<file path="config.mk">
export PLATFORM = sky130hd
export DESIGN_NAME = countdown_mmss_flat
export DESIGN_NICKNAME = d
export VERILOG_FILES = /design/src/rtl/countdown_mmss_if.sv /design/src/rtl/countdown_mmss.sv /design/src/flat_wrapper.sv
export SDC_FILE = /design/constraint.sdc
export NUM_CORES = 1
export LEC_CHECK = 0
export ABC_CLOCK_PERIOD_IN_PS = 1970
export BUFFER_PORTS_ARGS = -buffer_cell sky130_fd_sc_hd__buf_2
export CORE_MARGIN = 5
export CORE_UTILIZATION = 38
export CTS_CLUSTER_SIZE = 16
export DETAILED_ROUTE_END_ITERATION = 16
export GPL_ROUTABILITY_DRIVEN = 0
export PLACE_DENSITY = 0.65
export SYNTH_ARGS = -nofsm -noshare
export SYNTH_HDL_FRONTEND = slang
export SYNTH_SLANG_ARGS = --single-unit
</file>
<file path="constraint.sdc">
create_clock -name clk -period 1.97 [get_ports clk]
set_clock_uncertainty 0.05 [all_clocks]
set_input_delay 0.197 -clock clk [delete_from_list [all_inputs] [get_ports clk]]
set_output_delay 0.197 -clock clk [all_outputs]
set_load 0.02 [all_outputs]
</file>
<file path="src/rtl/countdown_mmss_if.sv">
// rtl/countdown_mmss_if.sv - command and display bundle for the MM:SS countdown timer
interface countdown_mmss_if;
    logic       tick;
    logic       load;
    logic [7:0] load_min;
    logic [7:0] load_sec;
    logic       start;
    logic       pause;
    logic [3:0] sec_ones;
    logic [3:0] sec_tens;
    logic [3:0] min_ones;
    logic [3:0] min_tens;
    logic       running;
    logic       done;
    logic       bo;

    modport master (
        output tick, load, load_min, load_sec, start, pause,
        input  sec_ones, sec_tens, min_ones, min_tens, running, done, bo
    );

    modport slave (
        input  tick, load, load_min, load_sec, start, pause,
        output sec_ones, sec_tens, min_ones, min_tens, running, done, bo
    );
endinterface

</file>
<file path="src/rtl/countdown_mmss.sv">
// rtl/countdown_mmss.sv - BCD MM:SS countdown timer; COUNTDOWN_AUTORELOAD_EN reloads the preset on expiry
module countdown_mmss (
    input  logic             clk,
    input  logic             rst,
    countdown_mmss_if.slave  bus
);
    typedef enum logic [1:0] {IDLE, RUN, PAUSE, DONE} state_t;

    state_t      state_q, state_d;
    logic [15:0] dig_q, dig_d;        // {min_tens, min_ones, sec_tens, sec_ones}
    logic [15:0] preset_q, preset_d;
    logic        done_q, done_d;
    logic        bo_q, bo_d;

    logic [15:0] load_val;
    logic [15:0] dec_val;
    logic        sec_wrap;

    function automatic logic [3:0] clamp9(input logic [3:0] d);
        return (d > 4'd9) ? 4'd9 : d;
    endfunction

    function automatic logic [3:0] clamp5(input logic [3:0] d);
        return (d > 4'd5) ? 4'd5 : d;
    endfunction

    assign load_val = {clamp9(bus.load_min[7:4]), clamp9(bus.load_min[3:0]),
                       clamp5(bus.load_sec[7:4]), clamp9(bus.load_sec[3:0])};

    // Borrow chain: each digit only moves when every lower digit wrapped.
    always_comb begin
        logic b0, b1, b2;
        dec_val = dig_q;
        b0 = (dig_q[3:0] == 4'd0);
        b1 = b0 && (dig_q[7:4] == 4'd0);
        b2 = b1 && (dig_q[11:8] == 4'd0);
        dec_val[3:0] = b0 ? 4'd9 : dig_q[3:0] - 4'd1;
        if (b0) dec_val[7:4]   = (dig_q[7:4] == 4'd0) ? 4'd5 : dig_q[7:4] - 4'd1;
        if (b1) dec_val[11:8]  = (dig_q[11:8] == 4'd0) ? 4'd9 : dig_q[11:8] - 4'd1;
        if (b2) dec_val[15:12] = dig_q[15:12] - 4'd1;
        sec_wrap = b1;
    end

    always_comb begin
        state_d  = state_q;
        dig_d    = dig_q;
        preset_d = preset_q;
        done_d   = 1'b0;
        bo_d     = 1'b0;
        if (bus.load) begin
            preset_d = load_val;
            dig_d    = load_val;
            state_d  = IDLE;
        end else if (bus.pause) begin
            if (state_q == RUN) state_d = PAUSE;
        end else if (bus.start && (state_q != RUN)) begin
            case (state_q)
                IDLE, PAUSE: begin
                    if (dig_q != 16'h0000) begin
                        state_d = RUN;
                    end else begin
                        state_d = DONE;
                        done_d  = 1'b1;
                    end
                end
                DONE: begin
                    dig_d = preset_q;
                    if (preset_q != 16'h0000) state_d = RUN;
                end
                default: state_d = IDLE;
            endcase
        end else if (bus.tick && (state_q == RUN)) begin
            dig_d = dec_val;
            bo_d  = sec_wrap;
            if (dec_val == 16'h0000) begin
                done_d = 1'b1;
`ifdef COUNTDOWN_AUTORELOAD_EN
                if (preset_q != 16'h0000) begin
                    dig_d = preset_q;
                end else begin
                    state_d = DONE;
                end
`else
                state_d = DONE;
`endif
            end
        end
    end

    always_ff @(posedge clk or posedge rst) begin
        if (rst) begin
            state_q  <= IDLE;
            dig_q    <= 16'h0000;
            preset_q <= 16'h0000;
            done_q   <= 1'b0;
            bo_q     <= 1'b0;
        end else begin
            state_q  <= state_d;
            dig_q    <= dig_d;
            preset_q <= preset_d;
            done_q   <= done_d;
            bo_q     <= bo_d;
        end
    end

    assign bus.min_tens = dig_q[15:12];
    assign bus.min_ones = dig_q[11:8];
    assign bus.sec_tens = dig_q[7:4];
    assign bus.sec_ones = dig_q[3:0];
    assign bus.running  = (state_q == RUN);
    assign bus.done     = done_q;
    assign bus.bo       = bo_q;
endmodule

</file>
<file path="src/flat_wrapper.sv">
// flat-port wrapper written by rule: the top's interface ports become plain ports
module countdown_mmss_flat 
  (clk, rst, bus_tick, bus_load, bus_load_min, bus_load_sec, bus_start, bus_pause, bus_sec_ones, bus_sec_tens, bus_min_ones, bus_min_tens, bus_running, bus_done, bus_bo);
  countdown_mmss_if bus_i ();
  input  logic clk;
  input  logic rst;
  input wire logic [$bits(bus_i.tick)-1:0] bus_tick;
  input wire logic [$bits(bus_i.load)-1:0] bus_load;
  input wire logic [$bits(bus_i.load_min)-1:0] bus_load_min;
  input wire logic [$bits(bus_i.load_sec)-1:0] bus_load_sec;
  input wire logic [$bits(bus_i.start)-1:0] bus_start;
  input wire logic [$bits(bus_i.pause)-1:0] bus_pause;
  output wire logic [$bits(bus_i.sec_ones)-1:0] bus_sec_ones;
  output wire logic [$bits(bus_i.sec_tens)-1:0] bus_sec_tens;
  output wire logic [$bits(bus_i.min_ones)-1:0] bus_min_ones;
  output wire logic [$bits(bus_i.min_tens)-1:0] bus_min_tens;
  output wire logic [$bits(bus_i.running)-1:0] bus_running;
  output wire logic [$bits(bus_i.done)-1:0] bus_done;
  output wire logic [$bits(bus_i.bo)-1:0] bus_bo;
  assign bus_i.tick = bus_tick;
  assign bus_i.load = bus_load;
  assign bus_i.load_min = bus_load_min;
  assign bus_i.load_sec = bus_load_sec;
  assign bus_i.start = bus_start;
  assign bus_i.pause = bus_pause;
  assign bus_sec_ones = bus_i.sec_ones;
  assign bus_sec_tens = bus_i.sec_tens;
  assign bus_min_ones = bus_i.min_ones;
  assign bus_min_tens = bus_i.min_tens;
  assign bus_running = bus_i.running;
  assign bus_done = bus_i.done;
  assign bus_bo = bus_i.bo;
  countdown_mmss u_core (.clk(clk), .rst(rst), .bus(bus_i));
endmodule
</file>
==> results of run 1 <==
layer usage:
metal,wire length (um),vias to the layer above
li1,-,992
met1,2720,986
met2,2870,73
met3,385,12
met4,117,0
met5,0,-
cells in the mapped netlist, types with 4 or more instances:
library cell,number
clkbuf_1,9
nand3_1,4
a21oi_1,6
nand3b_1,6
a211oi_1,5
nand2_1,14
o21a_1,4
o21ai_0,29
nor2_1,27
dfrtp_1,36
inv_1,15
nor4_1,10
nor3_1,5
a31oi_1,4
path summary, 6_finish.rpt:
| kind | to | cells past startpoint |
|---|---|---|
| setup / recovery | u_core.dig_q[10]$_DFFE_PP0P_ | 4 |
| hold / removal | u_core.preset_q[9]$_DFFE_PP0P_ | 3 |
| setup reg to reg | u_core.dig_q[10]$_DFFE_PP0P_ | 4 |
| hold reg to reg | u_core.preset_q[0]$_DFFE_PP0P_ | 1 |
| max in group asynchronous | u_core.preset_q[14]$_DFFE_PP0P_ | 4 |
| min in group asynchronous | u_core.dig_q[11]$_DFFE_PP0P_ | 3 |
stage by stage:
| step | power, W | utilization, % | instance area (um^2) |
|---|---|---|---|
| 2_1_floorplan | 0.00112 | - | 2090 |
| 3_3_place_gp | 0.00130 | 46.5 | 2510 |
| 3_5_place_dp | 0.00131 | 46.5 | 2510 |
| 4_1_cts | 0.00181 | 48.1 | 2600 |
| 5_1_grt | 0.00190 | 48.7 | 2630 |
| 6_report | 0.00181 | 48.7 | 2630 |
flip-flops by register name, summed over array words and instances, names as in the netlist:
name             count
u_core.state_q       2
u_core.dig_q        16
u_core.preset_q     16
u_core.bus.done      1
u_core.bus.bo        1
critical path: cells and delay by family (launching register included):
| kind | cells | cell delay [ns] |
|---|---|---|
| flops | 1 | 0.39 |
| compound gates | 2 | 0.38 |
| simple gates | 2 | 1.02 |
final cells by class:
type                       instances  area, um^2
fill                             544        2770
multi-input combinational        171        1090
sequential                        36         902
timing repair buffer              68         413
tap                               72        90.1
clock buffer                       6        72.6
inverter                          15        56.3
clock inverter                     1        5.00
power breakdown:
group / internal, W / switching [W]
Combinational: 0.000187 / 0.000260
Sequential: 0.000799 / 0.0000584
Clock: 0.000241 / 0.000269
cells by family after synthesis:
logic type               Yosys count  share of synthesized area [%]
adder cells (fa/ha/maj)            2                           1.20
XOR/XNOR                           4                           1.68
flip-flops                        36                           43.2
buffers and inverters             28                           5.52
AND/OR/NAND/NOR                   88                           23.2
multiplexers                       3                           1.62
AO/OA/AOI/OAI                     74                           23.6
timing repair:
action | 4_1_cts | 5_1_grt
resized for setup | 0 | 8
hold buffers | 1 | 0
buffers inserted | 0 | 1
hold endpoints to repair | 15 | 0
endpoints found under the setup margin | 0 | 8
==> results.tsv, run 1 <==
stage	metric	value	unit
floorplan	IO Count	41	
worst_setup_path	Reg-to-Reg Start	u_core.dig_q[7]$_DFFE_PP0P_	
finish	Antenna diodes	0	
timing	setup_tns	0	ns
logic_synthesis	synthesized area per cell	8.87	um^2
timing	min Tclk post-route	1.90	ns
logic_synthesis	Yosys top cell by area	dfrtp_1	
floorplan	chip width	84.1	um
timing	top achievable clock speed	527	MHz
logic_synthesis	Yosys cell types	55	
logic_synthesis	synth warn	0	
timing	final setup fails	0	
logic_synthesis	post-synth top area share	43.2	%
global_routing	GR Overflow Total	0	
pwr	Power Density	689	nW/um^2
worst_setup_path	R2R Setup Slk	0.07	ns
timing	Final WS setup	0.0711	ns
worst_setup_path	Critical Path Max Stage Delay	0.54	ns
global_routing	initial antenna violation count	0	
finish	area delta synth->final	26.3	%
global_routing	first-pass GRT wire length	10.2	mm
global_routing	number of global-route vias before repair	1977	
worst_setup_path	Crit path required time	2.16	ns
finish	non-filler cells, final	369	
worst_setup_path	critical path class	reg -> reg	
placement	placed insts	360	
clock_tree	clock root buffer	clkbuf_8	
status	status	complete, no violations	
detailed_routing	DRT iter0 DRCs	114	
finish	layout cells sized above 1	29.3	%
global_routing	GRT Total Usage	17.9	%
logic_synthesis	EDFF count, synth	0	
worst_setup_path	Critical Path Start Type	register	
finish	most common cell after layout, fill and taps aside	buf_2	
worst_setup_path	CP max-delay cell	or4_4	
detailed_routing	DR vias/cell	5.59	
floorplan	die area	7070	um^2
floorplan	DIE HEIGHT	84.1	um
global_routing	met2 GRT Util	27.8	%
clock_tree	clk slew on worst S/H paths	0.08	ns
logic_synthesis	Post-Syn Nets	259	
logic_synthesis	FF+latch count, synth	36	
hold_path	hold path start	bus_load_min[1]	
global_routing	largest net degree at the start of global routing	19	
logic_synthesis	Async SR Flop Fraction	100	%
detailed_routing	Routed WL per cell	16.5	um
floorplan	Starting Density	38.6	%
floorplan	core area	5410	um^2
clock_tree	CTS sink cnt	36	
pwr	LEAKAGE	1.16	nW
worst_setup_path	CP Cell Sequence	or4_4 > or4_1 > a311oi_1 > a221o_1	
global_routing	M3 GR Usage	4.24	%
detailed_routing	total wire length	6.09	mm
timing	Slew HR	58.3	%
logic_synthesis	cells after synthesis	235	
logic_synthesis	Post-Syn Area	2080	um^2
global_routing	GR peak layer	met2	
hold_path	HP Class	in -> reg	
detailed_routing	Pre-Repair DR Iteration Count	4	
timing	Worst Tran Pin Value	0.625	ns
clock_tree	Max Buffers Root-to-Sink	2	
finish	commonest non-fill, non-tap cells in the layout	buf_2 (40), dfrtp_1 (35), o21ai_0 (29), buf_4 (27), nor2_1 (26)	
timing	Final Cycle Share	96.4	%
placement	Post-DP HPWL	4.65	mm
logic_synthesis	Synth area leaders	dfrtp_1 (43%), o21ai_0 (7.0%), nor2_1 (4.9%)	
global_routing	met1 usage	24.3	%
clock_tree	TritonCTS Buffers	5	
finish	final net count	321	
worst_setup_path	CP arrival	2.09	ns
detailed_routing	DRC violations left	0	
timing	fin. max-slew vios	0	
pwr	maximum VDD drop	0.319	mV
job	Max-cap violations	0	
floorplan	num rows	27	
placement	pre-CTS setup slack	0.0538	ns
detailed_routing	number of vias in the routed layout	2063	
placement	Port Buffers	40	
clock_tree	TritonCTS clock tree	done	
logic_synthesis	post-synthesis sequential area ratio	43.2	%
clock_tree	CTS H-tree depth	2	
timing	Hold Slack	0.0843	ns
clock_tree	Skew-Pair Late Insertion Delay	0.30	ns
worst_setup_path	Crit Path Max Fanout	3	
worst_setup_path	crit end category	register	
logic_synthesis	Main synth FF type	dfrtp_1	
timing	final hold violation count	0	
worst_setup_path	Setup crit start	u_core.dig_q[7]$_DFFE_PP0P_	
detailed_routing	Detail Route Antenna Nets	0	
No activity file was read; power rests on OpenSTA's default activity.
==> run 2, diff against run 1 <==
--- a/config.mk
+++ b/config.mk
@@ -7,7 +7,7 @@
 export LEC_CHECK = 0
 export ABC_CLOCK_PERIOD_IN_PS = 1970
 export BUFFER_PORTS_ARGS = -buffer_cell sky130_fd_sc_hd__buf_2
-export CORE_MARGIN = 5
+export CORE_MARGIN = 3
 export CORE_UTILIZATION = 38
 export CTS_CLUSTER_SIZE = 16
 export DETAILED_ROUTE_END_ITERATION = 16
==> run 2 against run 1 <==
Against the previous run:
- die area fell by 9.3%
- utilization rose by 3.1 points
- register-to-register slack got worse by 0.03 ns
- fmax fell by 1.4%
- clock-buffer cell count did not move
- combinational power rose by 4%
- sequential share of layout area fell by 0.81 points
- final area rose by 2.4%
- clock power rose by 13%
- sequential cell count did not move
- critical endpoint is now u_core.dig_q[11]$_DFFE_PP0P_
- largest cell class unchanged
==> results.tsv, run 2 (synthesis gave the netlist of run 1 again) <==
stage	metric	value	unit
finish	final net count	323	
timing	top achievable clock speed	520	MHz
pwr	Psw	0.000627	W
worst_setup_path	critical path class	reg -> reg	
clock_tree	Skew-Pair Late Insertion Delay	0.30	ns
pwr	Power Density	703	nW/um^2
floorplan	die area	6410	um^2
floorplan	DIE HEIGHT	80.1	um
worst_setup_path	Critical Path Start Type	register	
global_routing	GR peak layer	met2	
job	Max-cap violations	0	
worst_setup_path	crit end category	register	
floorplan	core area	5200	um^2
finish	FILL cells	519	
detailed_routing	DRT iter0 DRCs	181	
global_routing	met1 usage	28.7	%
pwr	Gate power share	24.6	%
status	status	complete, no violations	
timing	Slew HR	67.9	%
floorplan	chip width	80.1	um
hold_path	HP Class	in -> reg	
clock_tree	CTS sink cnt	36	
detailed_routing	Pre-Repair DR Iteration Count	4	
global_routing	initial antenna violation count	0	
hold_path	hold depth	3	
placement	Post-DP HPWL	4.64	mm
finish	fin util	51.8	%
placement	placed insts	359	
detailed_routing	total wire length	6.40	mm
global_routing	met2 GRT Util	32.2	%
pwr	LEAKAGE	1.18	nW
timing	Worst Tran Pin Value	0.478	ns
pwr	Pint	0.00127	W
timing	min Tclk post-route	1.92	ns
detailed_routing	DR vias/cell	5.74	
clock_tree	Max Buffers Root-to-Sink	2	
worst_setup_path	Critical Path Max Stage Delay	0.40	ns
finish	Final Instance Area	2700	um^2
placement	Placed Instance Area	2520	um^2
worst_setup_path	Crit path top cell by count	buf_4	
pwr	maximum VDD drop	0.344	mV
pwr	clock power share	30.2	%
finish	top flop regs	u_core.dig_q (16), u_core.preset_q (16), u_core.state_q (2)	
worst_setup_path	Crit path required time	2.13	ns
clock_tree	TritonCTS Buffers	5	
timing	fin. max-slew vios	0	
worst_setup_path	CP max-delay cell	dfrtp_2	
finish	non-filler cells, final	370	
timing	final setup fails	0	
worst_setup_path	CP arrival	2.09	ns
global_routing	largest net degree at the start of global routing	37	
pwr	register share of total power	45.3	%
placement	pre-CTS setup slack	-0.0299	ns
detailed_routing	Detail Route Antenna Nets	0	
floorplan	num rows	26	
detailed_routing	Routed WL per cell	17.3	um
global_routing	GRT Total Usage	21.0	%
clock_tree	clock root buffer	clkbuf_8	
timing	final hold violation count	0	
finish	area delta synth->final	29.4	%
global_routing	M3 GR Usage	5.04	%
finish	FF/Latch Area	902	um^2
floorplan	IO Count	41	
finish	Multi-input gate area	1130	um^2
worst_setup_path	Crit Path Max Fanout	8	
floorplan	Starting Density	40.0	%
clock_tree	TritonCTS clock tree	done	
timing	Final WS setup	0.0451	ns
placement	Port Buffers	40	
finish	layout cells sized above 1	32.0	%
finish	Antenna diodes	0	
finish	most common cell after layout, fill and taps aside	buf_2	
worst_setup_path	CP Cell Sequence	buf_4 > nor4_4 > nand4b_1 > buf_4 > a221o_1 > a211oi_2	
pwr	sw frac	33.1	%
global_routing	GR Overflow Total	0	
detailed_routing	DRC violations left	0	
finish	commonest non-fill, non-tap cells in the layout	buf_2 (40), dfrtp_1 (35), o21ai_0 (29), buf_4 (29), nor2_1 (26)	
clock_tree	clk slew on worst S/H paths	0.08	ns
timing	Final Cycle Share	97.7	%
clock_tree	CTS H-tree depth	2	
global_routing	number of global-route vias before repair	2067	
global_routing	first-pass GRT wire length	10.4	mm
worst_setup_path	r2r worst-path depth	6	
detailed_routing	number of vias in the routed layout	2124	
run 2: cell types whose count changed in the layout (fill, tap and decap cells not counted), moves of 2 or more:
cell / before / now
buf_4: 27 / 29
nor4_1: 8 / 6
a211oi_2: 0 / 2
a211oi_1: 5 / 3
run 2: stage by stage:
step / setup TNS [ns] / hold WS [ns] / total power, W
floorplan: -0.0361 / 0.214 / 0.00112
global placement: 0 / 0.281 / 0.00130
detailed placement: -0.0299 / 0.286 / 0.00131
CTS: 0 / 0.0936 / 0.00188
global route: -0.00905 / 0.104 / 0.00199
finish: 0 / 0.0883 / 0.00190
run 2: layout make-up:
cell class / count / share of cell area [%]
multi-input combinational: 171 / 41.9
sequential: 36 / 33.5
timing repair buffer: 70 / 15.9
tap: 70 / 3.25
clock buffer: 6 / 3.06
inverter: 15 / 2.09
clock inverter: 2 / 0.371
run 2: path summary, 6_finish.rpt:
kind,end,startpoint,slack (ns)
hold reg to reg,u_core.preset_q[6]$_DFFE_PP0P_,u_core.preset_q[6]$_DFFE_PP0P_,0.45
min in group asynchronous,u_core.dig_q[12]$_DFFE_PP0P_,rst,0.49
setup / recovery,u_core.dig_q[11]$_DFFE_PP0P_,u_core.dig_q[6]$_DFFE_PP0P_,0.05
max in group asynchronous,u_core.dig_q[6]$_DFFE_PP0P_,rst,1.04
hold / removal,u_core.preset_q[9]$_DFFE_PP0P_,bus_load_min[1],0.09
setup reg to reg,u_core.dig_q[11]$_DFFE_PP0P_,u_core.dig_q[6]$_DFFE_PP0P_,0.05
run 2: worst max-delay path: cells and delay by family, from the launching register on:
kind	cells	cell delay, ns
buffers and inverters	2	0.36
AND/OR/NAND/NOR	2	0.49
flip-flops	1	0.40
AO/OA/AOI/OAI	2	0.53
run 2: timing repair:
action / in CTS / in global routing
gates resized for setup: 1 / 12
pin swaps: 1 / 2
setup endpoints to repair: 1 / 6
hold buffers: 1 / 0
buffers inserted: 1 / 1
endpoints found under the hold margin: 36 / 0
run 2: power groups by stage:
stage	combinational [W]	sequential [W]	clock, W
6_report	0.000466	0.000858	0.000573
5_1_grt	0.000511	0.000867	0.000614
4_1_cts	0.000449	0.000857	0.000578
3_5_place_dp	0.000439	0.000871	0
3_3_place_gp	0.000435	0.000870	0
2_1_floorplan	0.000215	0.000906	0
run 2: routing by layer:
layer / up-vias / share of wire (%)
li1: 997 / -
met1: 1009 / 43
met2: 101 / 45
met3: 17 / 9.1
met4: 0 / 2.8
met5: - / 0
==> run 3, diff against run 2 <==
--- a/config.mk
+++ b/config.mk
@@ -7,12 +7,12 @@
 export LEC_CHECK = 0
 export ABC_CLOCK_PERIOD_IN_PS = 1970
 export BUFFER_PORTS_ARGS = -buffer_cell sky130_fd_sc_hd__buf_2
-export CORE_MARGIN = 3
+export CORE_MARGIN = 5
 export CORE_UTILIZATION = 38
 export CTS_CLUSTER_SIZE = 16
 export DETAILED_ROUTE_END_ITERATION = 16
 export GPL_ROUTABILITY_DRIVEN = 0
-export PLACE_DENSITY = 0.65
+export PLACE_DENSITY = 0.62
 export SYNTH_ARGS = -nofsm -noshare
 export SYNTH_HDL_FRONTEND = slang
 export SYNTH_SLANG_ARGS = --single-unit
==> run 3 against run 2 <==
Against the previous run:
- register-to-register slack improved by 0.03 ns
- worst setup slack improved by 0.033 ns
- non-clock buffer count down 3
==> results.tsv, run 3 (synthesis gave the netlist of run 1 again) <==
stage	metric	value	unit
job	Max-cap violations	0	
pwr	LEAKAGE	1.15	nW
clock_tree	TritonCTS clock tree	done	
detailed_routing	total wire length	6.36	mm
clock_tree	Max Buffers Root-to-Sink	2	
worst_setup_path	Critical Path Start Type	register	
finish	area delta synth->final	25.6	%
clock_tree	Skew-Pair Late Insertion Delay	0.29	ns
global_routing	initial antenna violation count	0	
status	status	complete, no violations	
pwr	Power, Total	0.00181	W
worst_setup_path	Crit Path Max Fanout	2	
timing	Slew HR	50.0	%
timing	final setup fails	0	
placement	Post-DP HPWL	4.83	mm
timing	Worst Tran Pin Value	0.749	ns
clock_tree	clock root buffer	clkbuf_8	
finish	commonest non-fill, non-tap cells in the layout	buf_2 (40), dfrtp_1 (35), o21ai_0 (29), nor2_1 (27), buf_4 (26)	
placement	placed insts	359	
worst_setup_path	crit end category	register	
placement	Port Buffers	40	
worst_setup_path	r2r worst-path depth	5	
worst_setup_path	CP Cell Sequence	or3_1 > nor4_1 > nand4_1 > a2111oi_1 > a31o_2	
global_routing	GR Overflow Total	0	
floorplan	chip width	84.1	um
worst_setup_path	Critical Path Max Stage Delay	0.46	ns
timing	setup_tns	0	ns
pwr	maximum VDD drop	0.353	mV
global_routing	GRT Total Usage	18.1	%
worst_setup_path	Crit path required time	2.16	ns
finish	most common cell after layout, fill and taps aside	buf_2	
hold_path	hold depth	2	
global_routing	largest net degree at the start of global routing	20	
floorplan	IO Count	41	
worst_setup_path	Stages on worst setup path	5	
timing	Final Cycle Share	96.0	%
floorplan	num rows	27	
worst_setup_path	Reg-to-Reg Start	u_core.dig_q[11]$_DFFE_PP0P_	
clock_tree	TritonCTS Buffers	5	
worst_setup_path	critical path class	reg -> reg	
hold_path	hold path start	bus_load_sec[1]	
worst_setup_path	CP max-delay cell	a2111oi_1	
finish	non-filler cells, final	368	
pwr	Power Density	693	nW/um^2
detailed_routing	number of vias in the routed layout	2115	
detailed_routing	Routed WL per cell	17.3	um
timing	final hold violation count	0	
finish	top flop regs	u_core.dig_q (16), u_core.preset_q (16), u_core.state_q (2)	
worst_setup_path	Setup crit start	u_core.dig_q[11]$_DFFE_PP0P_	
hold_path	HP Class	in -> reg	
detailed_routing	DRC violations left	0	
worst_setup_path	Buf/Inv on CP	0	
detailed_routing	DRT iter0 DRCs	174	
finish	final net count	320	
timing	top achievable clock speed	529	MHz
floorplan	die area	7070	um^2
worst_setup_path	R2R Setup Slk	0.08	ns
detailed_routing	Pre-Repair DR Iteration Count	5	
finish	Antenna diodes	0	
timing	RSZ-0062 raised after global routing	true	
hold_path	hold path endpoint	u_core.preset_q[1]$_DFFE_PP0P_	
floorplan	DIE HEIGHT	84.1	um
finish	layout cells sized above 1	28.7	%
timing	fin. max-slew vios	0	
detailed_routing	DR vias/cell	5.75	
global_routing	first-pass GRT wire length	10.2	mm
clock_tree	CTS H-tree depth	2	
detailed_routing	Detail Route Antenna Nets	0	
timing	min Tclk post-route	1.89	ns
global_routing	number of global-route vias before repair	2004	
clock_tree	clk slew on worst S/H paths	0.08	ns
clock_tree	CTS sink cnt	36	
floorplan	Starting Density	38.6	%
worst_setup_path	CP arrival	2.08	ns
worst_setup_path	crit-path leading delay family	simple AND/OR/NAND/NOR gates	
worst_setup_path	FF-to-FF End	u_core.state_q[0]$_DFFE_PP0P_	
floorplan	core area	5410	um^2
run 3: changes by cell type in the layout (fill, tap and decap cells not counted), moves of 2 or more:
cell,delta
a211oi_2,-2
a211oi_1,+2
buf_4,-3
nor4_1,+2
run 3: metrics by stage:
step / utilization (%) / setup WS, ns / cell area [um^2] / hold slack [ns]
4_1_cts: 48.0 / 0.00100 / 2600 / 0.0925
3_5_place_dp: 46.3 / 0.0250 / 2500 / 0.313
2_1_floorplan: - / -0.0361 / 2090 / 0.214
3_3_place_gp: 46.3 / 0.0695 / 2500 / 0.308
5_1_grt: 48.4 / -0.0601 / 2620 / 0.114
6_report: 48.4 / 0.0785 / 2620 / 0.0954
run 3: cell type report:
class,count,area (um^2)
fill,515,2790
multi-input combinational,171,1080
sequential,36,902
timing repair buffer,67,405
tap,72,90.1
clock buffer,5,68.8
inverter,15,56.3
clock inverter,2,12.5
run 3: timing repair:
action	in CTS	in global routing
setup endpoints to repair	0	9
buffers inserted	0	1
hold buffers	1	0
endpoints found under the hold margin	5	0
gates resized for setup	0	4
run 3: how the worst max path moves through the flow:
stage	endpoint	slack, ns
floorplan	u_core.dig_q[10]$_DFFE_PP0P_	-0.04
finish	u_core.state_q[0]$_DFFE_PP0P_	0.08
detailed placement	u_core.bus.done$_DFF_PP0_	0.02
CTS	u_core.bus.done$_DFF_PP0_	0.001
global placement	u_core.bus.done$_DFF_PP0_	0.07
global route	u_core.state_q[0]$_DFFE_PP0P_	-0.06
run 3: per-layer routing:
| metal | up-vias | wire length [um] | share of wire (%) | global-route usage, % |
|---|---|---|---|---|
| met4 | 0 | 153 | 2.4 | 6.43 |
| met2 | 115 | 2990 | 47 | 28.2 |
| met3 | 16 | 501 | 7.9 | 3.75 |
| li1 | 995 | - | - | - |
| met1 | 989 | 2710 | 43 | 24.6 |
| met5 | - | 0 | 0 | 0 |
run 3: report_power, final:
part / internal [W] / switching [W] / total (W)
Clock: 0.000239 / 0.000273 / 0.000512
Sequential: 0.000799 / 0.0000589 / 0.000858
Combinational: 0.000182 / 0.000263 / 0.000445
Total: 0.00122 / 0.000595 / 0.00181
